$ cat src/rtl/keypad_scan.sv
// 4x4 matrix keypad scanner: row drive, 2-flop column sync, per-scan ghost rejection, scan-level debounce.
// Accept lands on the edge ending a full scan; key_valid/key_ack handshake never stalls scanning (overrun flags lost codes).
module keypad_scan #(
    parameter int SCAN_TICKS     = 100000,
    parameter int DEBOUNCE_SCANS = 4
) (
    input  logic       clk,
    input  logic       rst_n,
    output logic [3:0] row,
    input  logic [3:0] col,
    output logic [3:0] key,
    output logic       key_valid,
    input  logic       key_ack,
    output logic       key_held,
    output logic       overrun
);
    localparam int            TW        = (SCAN_TICKS > 2) ? $clog2(SCAN_TICKS) : 1;
    localparam logic [TW-1:0] TICK_LAST = TW'(SCAN_TICKS - 1);
    localparam logic [3:0]    DEB       = 4'(DEBOUNCE_SCANS);

    typedef enum logic [1:0] {IDLE, PRESS_DEB, HELD, REL_DEB} state_t;

    state_t        state, state_d;
    logic [3:0]    count, count_d, count_inc;
    logic [3:0]    cand, cand_d;
    logic [TW-1:0] tick;
    logic [1:0]    ridx;
    logic [3:0]    col_s1, col_s2;
    logic [1:0]    seen_cnt;
    logic [3:0]    seen_code;
    logic          row_end, scan_end;
    logic          row_hit;
    logic [1:0]    hit_col;
    logic          res_vld;
    logic [3:0]    res_code;
    logic          accept, release_k;

    function automatic logic [3:0] keymap(input logic [1:0] r, input logic [1:0] c);
        logic [3:0] k;
        case ({r, c})
            4'h0: k = 4'h1;  4'h1: k = 4'h2;  4'h2: k = 4'h3;  4'h3: k = 4'hA;
            4'h4: k = 4'h4;  4'h5: k = 4'h5;  4'h6: k = 4'h6;  4'h7: k = 4'hB;
            4'h8: k = 4'h7;  4'h9: k = 4'h8;  4'hA: k = 4'h9;  4'hB: k = 4'hC;
            4'hC: k = 4'h0;  4'hD: k = 4'hF;  4'hE: k = 4'hE;  default: k = 4'hD;
        endcase
        return k;
    endfunction

    assign row_end   = (tick == TICK_LAST);
    assign scan_end  = row_end && (ridx == 2'd3);
    assign count_inc = count + 4'd1;

    // A row contributes a key only when exactly one column line is low.
    always_comb begin
        row_hit = 1'b0;
        hit_col = 2'd0;
        case (col_s2)
            4'b1110: begin row_hit = 1'b1; hit_col = 2'd0; end
            4'b1101: begin row_hit = 1'b1; hit_col = 2'd1; end
            4'b1011: begin row_hit = 1'b1; hit_col = 2'd2; end
            4'b0111: begin row_hit = 1'b1; hit_col = 2'd3; end
            default: begin row_hit = 1'b0; hit_col = 2'd0; end
        endcase
    end

    // Scan result folds in the row-3 sample taken on this same cycle.
    always_comb begin
        res_vld  = 1'b0;
        res_code = seen_code;
        if (seen_cnt == 2'd0 && row_hit) begin
            res_vld  = 1'b1;
            res_code = keymap(2'd3, hit_col);
        end else if (seen_cnt == 2'd1 && !row_hit) begin
            res_vld  = 1'b1;
        end
    end

    always_ff @(posedge clk) begin
        if (!rst_n) begin
            col_s1    <= 4'hF;
            col_s2    <= 4'hF;
            tick      <= '0;
            ridx      <= 2'd0;
            row       <= 4'b1110;
            seen_cnt  <= 2'd0;
            seen_code <= 4'h0;
        end else begin
            col_s1 <= col;
            col_s2 <= col_s1;
            if (row_end) begin
                tick <= '0;
                ridx <= ridx + 2'd1;
                row  <= {row[2:0], row[3]};
                if (ridx == 2'd3) begin
                    seen_cnt  <= 2'd0;
                    seen_code <= 4'h0;
                end else if (row_hit) begin
                    seen_cnt  <= (seen_cnt == 2'd0) ? 2'd1 : 2'd2;
                    seen_code <= keymap(ridx, hit_col);
                end
            end else begin
                tick <= tick + TW'(1);
            end
        end
    end

    always_comb begin
        state_d   = state;
        count_d   = count;
        cand_d    = cand;
        accept    = 1'b0;
        release_k = 1'b0;
        if (scan_end) begin
            case (state)
                IDLE: begin
                    if (res_vld) begin
                        cand_d  = res_code;
                        count_d = 4'd1;
                        if (DEB == 4'd1) begin
                            accept  = 1'b1;
                            state_d = HELD;
                        end else begin
                            state_d = PRESS_DEB;
                        end
                    end
                end
                PRESS_DEB: begin
                    if (!res_vld) begin
                        count_d = 4'd0;
                        state_d = IDLE;
                    end else if (res_code == cand) begin
                        count_d = count_inc;
                        if (count_inc == DEB) begin
                            accept  = 1'b1;
                            state_d = HELD;
                        end
                    end else begin
                        cand_d  = res_code;
                        count_d = 4'd1;
                    end
                end
                HELD: begin
                    if (!(res_vld && res_code == cand)) begin
                        if (DEB == 4'd1) begin
                            count_d   = 4'd0;
                            release_k = 1'b1;
                            state_d   = IDLE;
                        end else begin
                            count_d = 4'd1;
                            state_d = REL_DEB;
                        end
                    end
                end
                default: begin
                    if (res_vld && res_code == cand) begin
                        count_d = 4'd0;
                        state_d = HELD;
                    end else if (count_inc == DEB) begin
                        count_d   = 4'd0;
                        release_k = 1'b1;
                        state_d   = IDLE;
                    end else begin
                        count_d = count_inc;
                    end
                end
            endcase
        end
    end

    always_ff @(posedge clk) begin
        if (!rst_n) begin
            state     <= IDLE;
            count     <= 4'd0;
            cand      <= 4'h0;
            key       <= 4'h0;
            key_valid <= 1'b0;
            key_held  <= 1'b0;
            overrun   <= 1'b0;
        end else begin
            state <= state_d;
            count <= count_d;
            cand  <= cand_d;
            if (accept) begin
                key       <= cand_d;
                key_valid <= 1'b1;
                key_held  <= 1'b1;
                if (key_valid && !key_ack) overrun <= 1'b1;
            end else if (key_valid && key_ack) begin
                key_valid <= 1'b0;
            end
            if (release_k) key_held <= 1'b0;
        end
    end
endmodule

$ cat config.mk
export PLATFORM = sky130hd
export DESIGN_NAME = keypad_scan
export DESIGN_NICKNAME = d
export VERILOG_FILES = /design/src/rtl/keypad_scan.sv
export SDC_FILE = /design/constraint.sdc
export NUM_CORES = 1
export LEC_CHECK = 0
export CAP_MARGIN = 5
export CORE_ASPECT_RATIO = 0.75
export CORE_MARGIN = 3
export CORE_UTILIZATION = 35
export CTS_CLUSTER_DIAMETER = 100
export DETAILED_ROUTE_END_ITERATION = 10
export GPL_TIMING_DRIVEN = 0
export HOLD_SLACK_MARGIN = 0.1
export SLEW_MARGIN = 30
export SYNTH_ARGS = -nofsm -noshare
export SYNTH_HDL_FRONTEND = slang
export SYNTH_SLANG_ARGS = --single-unit
export TNS_END_PERCENT = 10
$ cat constraint.sdc
create_clock -name clk -period 8.79 [get_ports clk]
set_clock_uncertainty 0.2 [all_clocks]
set_input_delay 1.758 -clock clk [delete_from_list [all_inputs] [get_ports clk]]
set_output_delay 1.758 -clock clk [all_outputs]
set_load 0.05 [all_outputs]
==> summary.txt, run 1 <==
Status - completed
CP peak stage delay - 820 ps
Total I/O pin count - 18
Leak pwr - 0.00127 uW
Cell variety after synth - 57
Routed via count - 2,164
Worst EP required - 6830 ps
Gate Count Post-Synth - 307
Clk sinks - 54
Share of post-route cells with drive strength above 1 - 7.53%
Routability cong. - 0.798
DRC - 0
Fin. max-slew vios - 0
Die Y - 83.4 um
Fmax - 290 MHz
Slowest CP cell - clkdlybuf4s50_1
# resized after CTS - 0
Slew Limit Headroom - 61.8%
TritonCTS clock tree - built
Final period utilization - 39.3%
Hold Vio Cnt, Final - 0
Setup crit end kind - primary output
Largest area contributor in the netlist - dfxtp_1
GRT Resource Usage Total - 13.6%
Average cell area after synthesis - 9.11 um2
Top cells by area, synth - dfxtp_1 39%, ha_1 5.8%, nor2_1 5.6%, xor2_1 4.1%, nand2b_1 4.0%
Postcts setup bufs - 0
Startpoint types - flip-flop
HP Class - reg -> reg
Max Root-Sink Buffers - 2
Hold buffer count at cts - 0
Critical Path Start - row[3]
Most common cell in the netlist - dfxtp_1
Post-synth EDFFs - 0
Setup TNS Final - 0 ps
Overall routed net length - 5680 um
WL per Instance - 13.1 um
RSZ-0062 raised after global routing - no
H-tree levels - 2
Cell Area, Synth - 0.00280 mm2
Vias in the first global route - 2,082
PwrDens - 140 mW/mm2
Core Box Area - 0.00753 mm2
Largest net degree at the start of global routing - 16
Std cell rows - 27
Flops & latches, synth - 54
First-pass GRT wire length - 9950 um
Number of synthesis warnings - 0
GR Overflow Total - 0
CP bufs+invs - 1
Hold Startpoint - col_s1[2]
Clk pin slew, worst setup/hold paths - 90 ps
Peak VDD IR - 62.4 uV
Measured slew at the worst slew-check pin - 573 ps
I/O Buffers - 17
Root Buffer - clkbuf_8
Worst R2R Start - col_s2[3]
DIE WIDTH - 109 um
Setup CP Type - reg -> out
Post-Syn Nets - 327
Die ar. - 0.00911 mm2
Synth cell count leaders - 54 x dfxtp_1, 42 x nor2_1, 20 x nand2_1
Detail Route Antenna Nets - 0
ANT cells - 0
Final HPWL DP - 4190 um
Initial Utilization - 37.1%
Nets - 351
Post-Layout Cell Count - 433
WP data arrival - 1500 ps
TritonCTS Buffers - 5
Synth Flop Type - dfxtp_1
Inst Count DP - 425
Area share of the largest cell type after synthesis - 38.6%
Final Setup Violations - 0
Max_cap viols - 0
Initial antenna violation count - 0
Async SR Flop Fraction - 0%
Seq/Total Area, Yosys - 38.6%
Vias per inst - 5.00
Pre-antenna DRT Iters - 4
P&R area growth vs syn - 13.9%
DR iter-0 viols - 147
Crit path max fanout - 3
Crit path max-delay family - buffers and inverters
Clock Latency Late Sink - 300 ps
Fin crit period - 3450 ps
Worst path cell trace - clkdlybuf4s50_1
[stage by stage]
stage | hold WS [ps] | util [%] | power (uW) | setup slack, ps | instance area [um2]
after CTS | 216 | 42.3 | 455 | 5320 | 3190
after global routing | 235 | 42.3 | 470 | 5130 | 3190
after floorplan | 186 | - | 296 | 5880 | 2800
final | 211 | 42.3 | 445 | 5340 | 3190
after global placement | 198 | 41.1 | 308 | 5150 | 3090
after detailed placement | 193 | 41.1 | 309 | 5130 | 3090
[routing by layer]
metal / track usage [%] / up-vias / part of all wire [%]
li1: - / 1122 / -
met1: 21.2 / 1014 / 56
met2: 18.8 / 23 / 40
met3: 2.72 / 5 / 2.8
met4: 3.17 / 0 / 0.67
met5: 0 / - / 0
[cells by family after synthesis]
| group | after synthesis | share of synthesized area, % |
|---|---|---|
| simple gates | 135 | 26.3 |
| fa+ha+maj | 13 | 5.81 |
| flops | 54 | 38.6 |
| xor+xnor | 20 | 6.26 |
| buf+inv | 21 | 4.11 |
| mux | 16 | 5.99 |
| compound gates | 48 | 12.8 |
[power breakdown]
group / switching [uW] / internal, uW
Combinational: 30.8 / 22.7
Clock: 78.8 / 63.8
Sequential: 2.02 / 247
[cell usage in the layout (no fill, tap or decap), types with 4 or more instances in the layout]
cell type and n:
nand2_1 20, clkdlybuf4s50_1 17, dfxtp_1 54, a21oi_1 11, nor3_1 9, xor2_1 13
xnor2_1 7, nor2_1 42, nand2b_1 18, and4_1 5, inv_1 9, clkbuf_8 6
mux2_2 5, clkbuf_1 6, ha_1 13, nand3_1 10, or3_1 4, and2_1 8
o21ai_0 6, and3_1 6, mux2i_1 10
[final timing paths]
kind | endpoint | slack, ps | depth (start not counted)
max reg2reg | state[1] | 5460 | 12
max | row[3] | 5340 | 1
min reg2reg | col_s2[2] | 210 | 1
min | col_s2[2] | 210 | 1
[area by class of cell]
class,instances,area (um2)
fillers,761,4350
multi-input cells,232,1600
flip-flops and latches,54,1080
repair buffers,17,170
well taps,101,126
clock buffers,7,86.3
plain buffers,11,77.6
inverters,10,37.5
clock inverters,1,5.00
[sequential cells by signal (all words and copies together) (netlist names)]
signal and flops:
state 2, overrun 1, col_s2 4, col_s1 4, ridx 2, key_held 1
count 4, row 4, cand 4, seen_cnt 2, key_valid 1, seen_code 4
key 4, tick 17
Power figures use the tool's default switching activity.
==> inputs of run 2 (changes only) <==
==> constraint.sdc (replaced) <==
create_clock -name clk -period 2.9 [get_ports clk]
set_clock_uncertainty 0.2 [all_clocks]
set_input_delay 0.58 -clock clk [delete_from_list [all_inputs] [get_ports clk]]
set_output_delay 0.58 -clock clk [all_outputs]
set_load 0.05 [all_outputs]
==> summary.txt, run 2 (synthesis gave the netlist of run 1 again) <==
Routability cong. - 0.806 (+0.98%)
Flop2flop setup slack - 20 ps (-5440 ps)
TritonCTS clock tree - built
H-tree levels - 2 (unchanged)
Final Setup Violations - 0 (unchanged)
WL per Instance - 12.8 um (-2.3%)
Setup TNS Final - 0 ps (unchanged)
Crit path max fanout - 8 (+5)
Max_cap viols - 0 (unchanged)
Status - completed
Routed via count - 2,227 (+2.9%)
Initial antenna violation count - 0 (unchanged)
Vias per inst - 5.05 (+1.0%)
Met1 GRT Util - 19.5% (-1.7 points)
Setup CP Type - reg -> reg
Placed instance area - 0.00310 mm2 (+0.16%)
Clk sinks - 54 (unchanged)
Clk pin slew, worst setup/hold paths - 100 ps (about the same)
GR Layer Usage met3 - 3.50% (+0.78 points)
GR Overflow Total - 0 (unchanged)
Detail Route Antenna Nets - 0 (unchanged)
DR iter-0 viols - 55 (-63%)
Vias in the first global route - 2,218 (+6.5%)
Post-Layout Cell Count - 441 (+1.8%)
Max FFs per register - 17 (unchanged)
Core Box Area - 0.00753 mm2 (unchanged)
Max Root-Sink Buffers - 2 (unchanged)
Inst Count DP - 425 (unchanged)
DIE WIDTH - 109 um (unchanged)
Most used routing layer - met2
Pre-antenna DRT Iters - 4 (unchanged)
Measured slew at the worst slew-check pin - 544 ps (-28.8 ps)
Fmax - 348 MHz
P&R area growth vs syn - 21.8%
Peak VDD IR - 258 uV (+310%)
HP Class - reg -> reg
Clock Latency Late Sink - 300 ps (about the same)
Cell area after layout - 0.00341 mm2 (+7.0%)
Share of post-route cells with drive strength above 1 - 16.5% (+8.9 points)
Initial Utilization - 37.1% (unchanged)
Final period utilization - 99.2%
Most common library cell in the layout ignoring fill and taps - dfxtp_1
Root Buffer - clkbuf_8
PwrDens - 436 mW/mm2 (+210%)
RSZ-0062 raised after global routing - yes
Die Y - 83.4 um (unchanged)
Hold Vio Cnt, Final - 0 (unchanged)
Startpoint types - flip-flop
Die ar. - 0.00911 mm2 (unchanged)
Met2 Usage GRT - 20.3% (+1.5 points)
I/O Buffers - 17 (unchanged)
Commonest cells after routing, fill and taps aside - 52 x dfxtp_1, 40 x nor2_1, 20 x nand2_1
Leak pwr - 0.00132 uW (+3.9%)
DRC - 0 (unchanged)
Biggest register - tick
Total I/O pin count - 18 (unchanged)
Largest net degree at the start of global routing - 16 (unchanged)
Nets - 360 (+2.6%)
Setup crit end kind - flip-flop
Fin crit period - 2880 ps
WP data arrival - 2870 ps (+1370 ps)
GRT Resource Usage Total - 13.7% (+0.087 points)
Worst EP required - 2890 ps (-3940 ps)
TritonCTS Buffers - 5 (unchanged)
Fin. max-slew vios - 0 (unchanged)
First-pass GRT wire length - 10,200 um (+2.2%)
ANT cells - 0 (unchanged)
Std cell rows - 27 (unchanged)
Slew Limit Headroom - 62.8% (+0.98 points)
Overall routed net length - 5650 um (-0.46%)
Final HPWL DP - 4210 um (+0.55%)
Hold slack - 215 ps (+3.85 ps)
run 2: cell types whose count changed in the layout (fill, tap and decap cells not counted), sizes merged:
cell	previous run	this run
buf	4	15
clkbuf	13	11
bufbuf	1	0
bufinv	0	1
clkinv	2	1
run 2: power by group:
group | internal (uW) | switching [uW]
Clock | 277 | 236
Sequential | 749 | 6.72
Combinational | 100 | 115
Total | 1130 | 358
run 2: area by class of cell:
| type | instances | area (um2) |
|---|---|---|
| Inverter | 10 | 37.5 |
| Buffer | 10 | 70.1 |
| Tap cell | 101 | 126 |
| Multi-Input combinational cell | 232 | 1730 |
| Fill cell | 738 | 4130 |
| Sequential cell | 54 | 1090 |
| Clock inverter | 1 | 30.0 |
| Clock buffer | 6 | 82.6 |
| Timing Repair Buffer | 27 | 249 |
run 2: routing by layer:
| metal | vias up | wire [um] |
|---|---|---|
| li1 | 1145 | - |
| met1 | 1043 | 3020 |
| met2 | 35 | 2360 |
| met3 | 4 | 240 |
| met4 | 0 | 35 |
| met5 | - | 0 |
run 2: timing repair:
action / 4_1_cts / 5_1_grt
hold endpoints to repair: 0 / 0
setup buffers: 10 / 0
pin swaps: 9 / 8
endpoints found under the setup margin: 13 / 21
hold buffers: 0 / 0
resized for setup: 20 / 10
run 2: path summary, 6_finish.rpt:
| kind | endpoint | from | cells past startpoint |
|---|---|---|---|
| min reg2reg | col_s2[2] | col_s1[2] | 1 |
| max reg2reg | state[1] | col_s2[3] | 11 |
| min | col_s2[2] | col_s1[2] | 1 |
| max | state[1] | col_s2[3] | 11 |
run 2: worst max-delay path, stage by stage, from the launching register on:
cell and delay (ps):
dfxtp_4 380, xor2_2 160, and3_4 200, inv_1 60
ha_2 180, and3_4 180, o21a_1 200, nor4b_4 330
buf_6 200, a31oi_4 100, nor4_4 260, mux2_4 320
run 2: stage by stage:
step	setup slack [ps]	utilization, %	total power (uW)
floorplan	19.8	-	899
global placement	-281	41.1	935
detailed placement	-344	41.1	938
CTS	8.23	44.7	1500
global route	-112	45.2	1550
finish	24.1	45.2	1480
==> inputs of run 3 (changes only) <==
--- a/config.mk
+++ b/config.mk
@@ -12,7 +12,7 @@
 export CTS_CLUSTER_DIAMETER = 100
 export DETAILED_ROUTE_END_ITERATION = 10
 export GPL_TIMING_DRIVEN = 0
-export HOLD_SLACK_MARGIN = 0.1
+export HOLD_SLACK_MARGIN = 0.03
 export SLEW_MARGIN = 30
 export SYNTH_ARGS = -nofsm -noshare
 export SYNTH_HDL_FRONTEND = slang
==> results of run 3 <==
No change in the layout: final DEF, timing and power equal those of run 2.
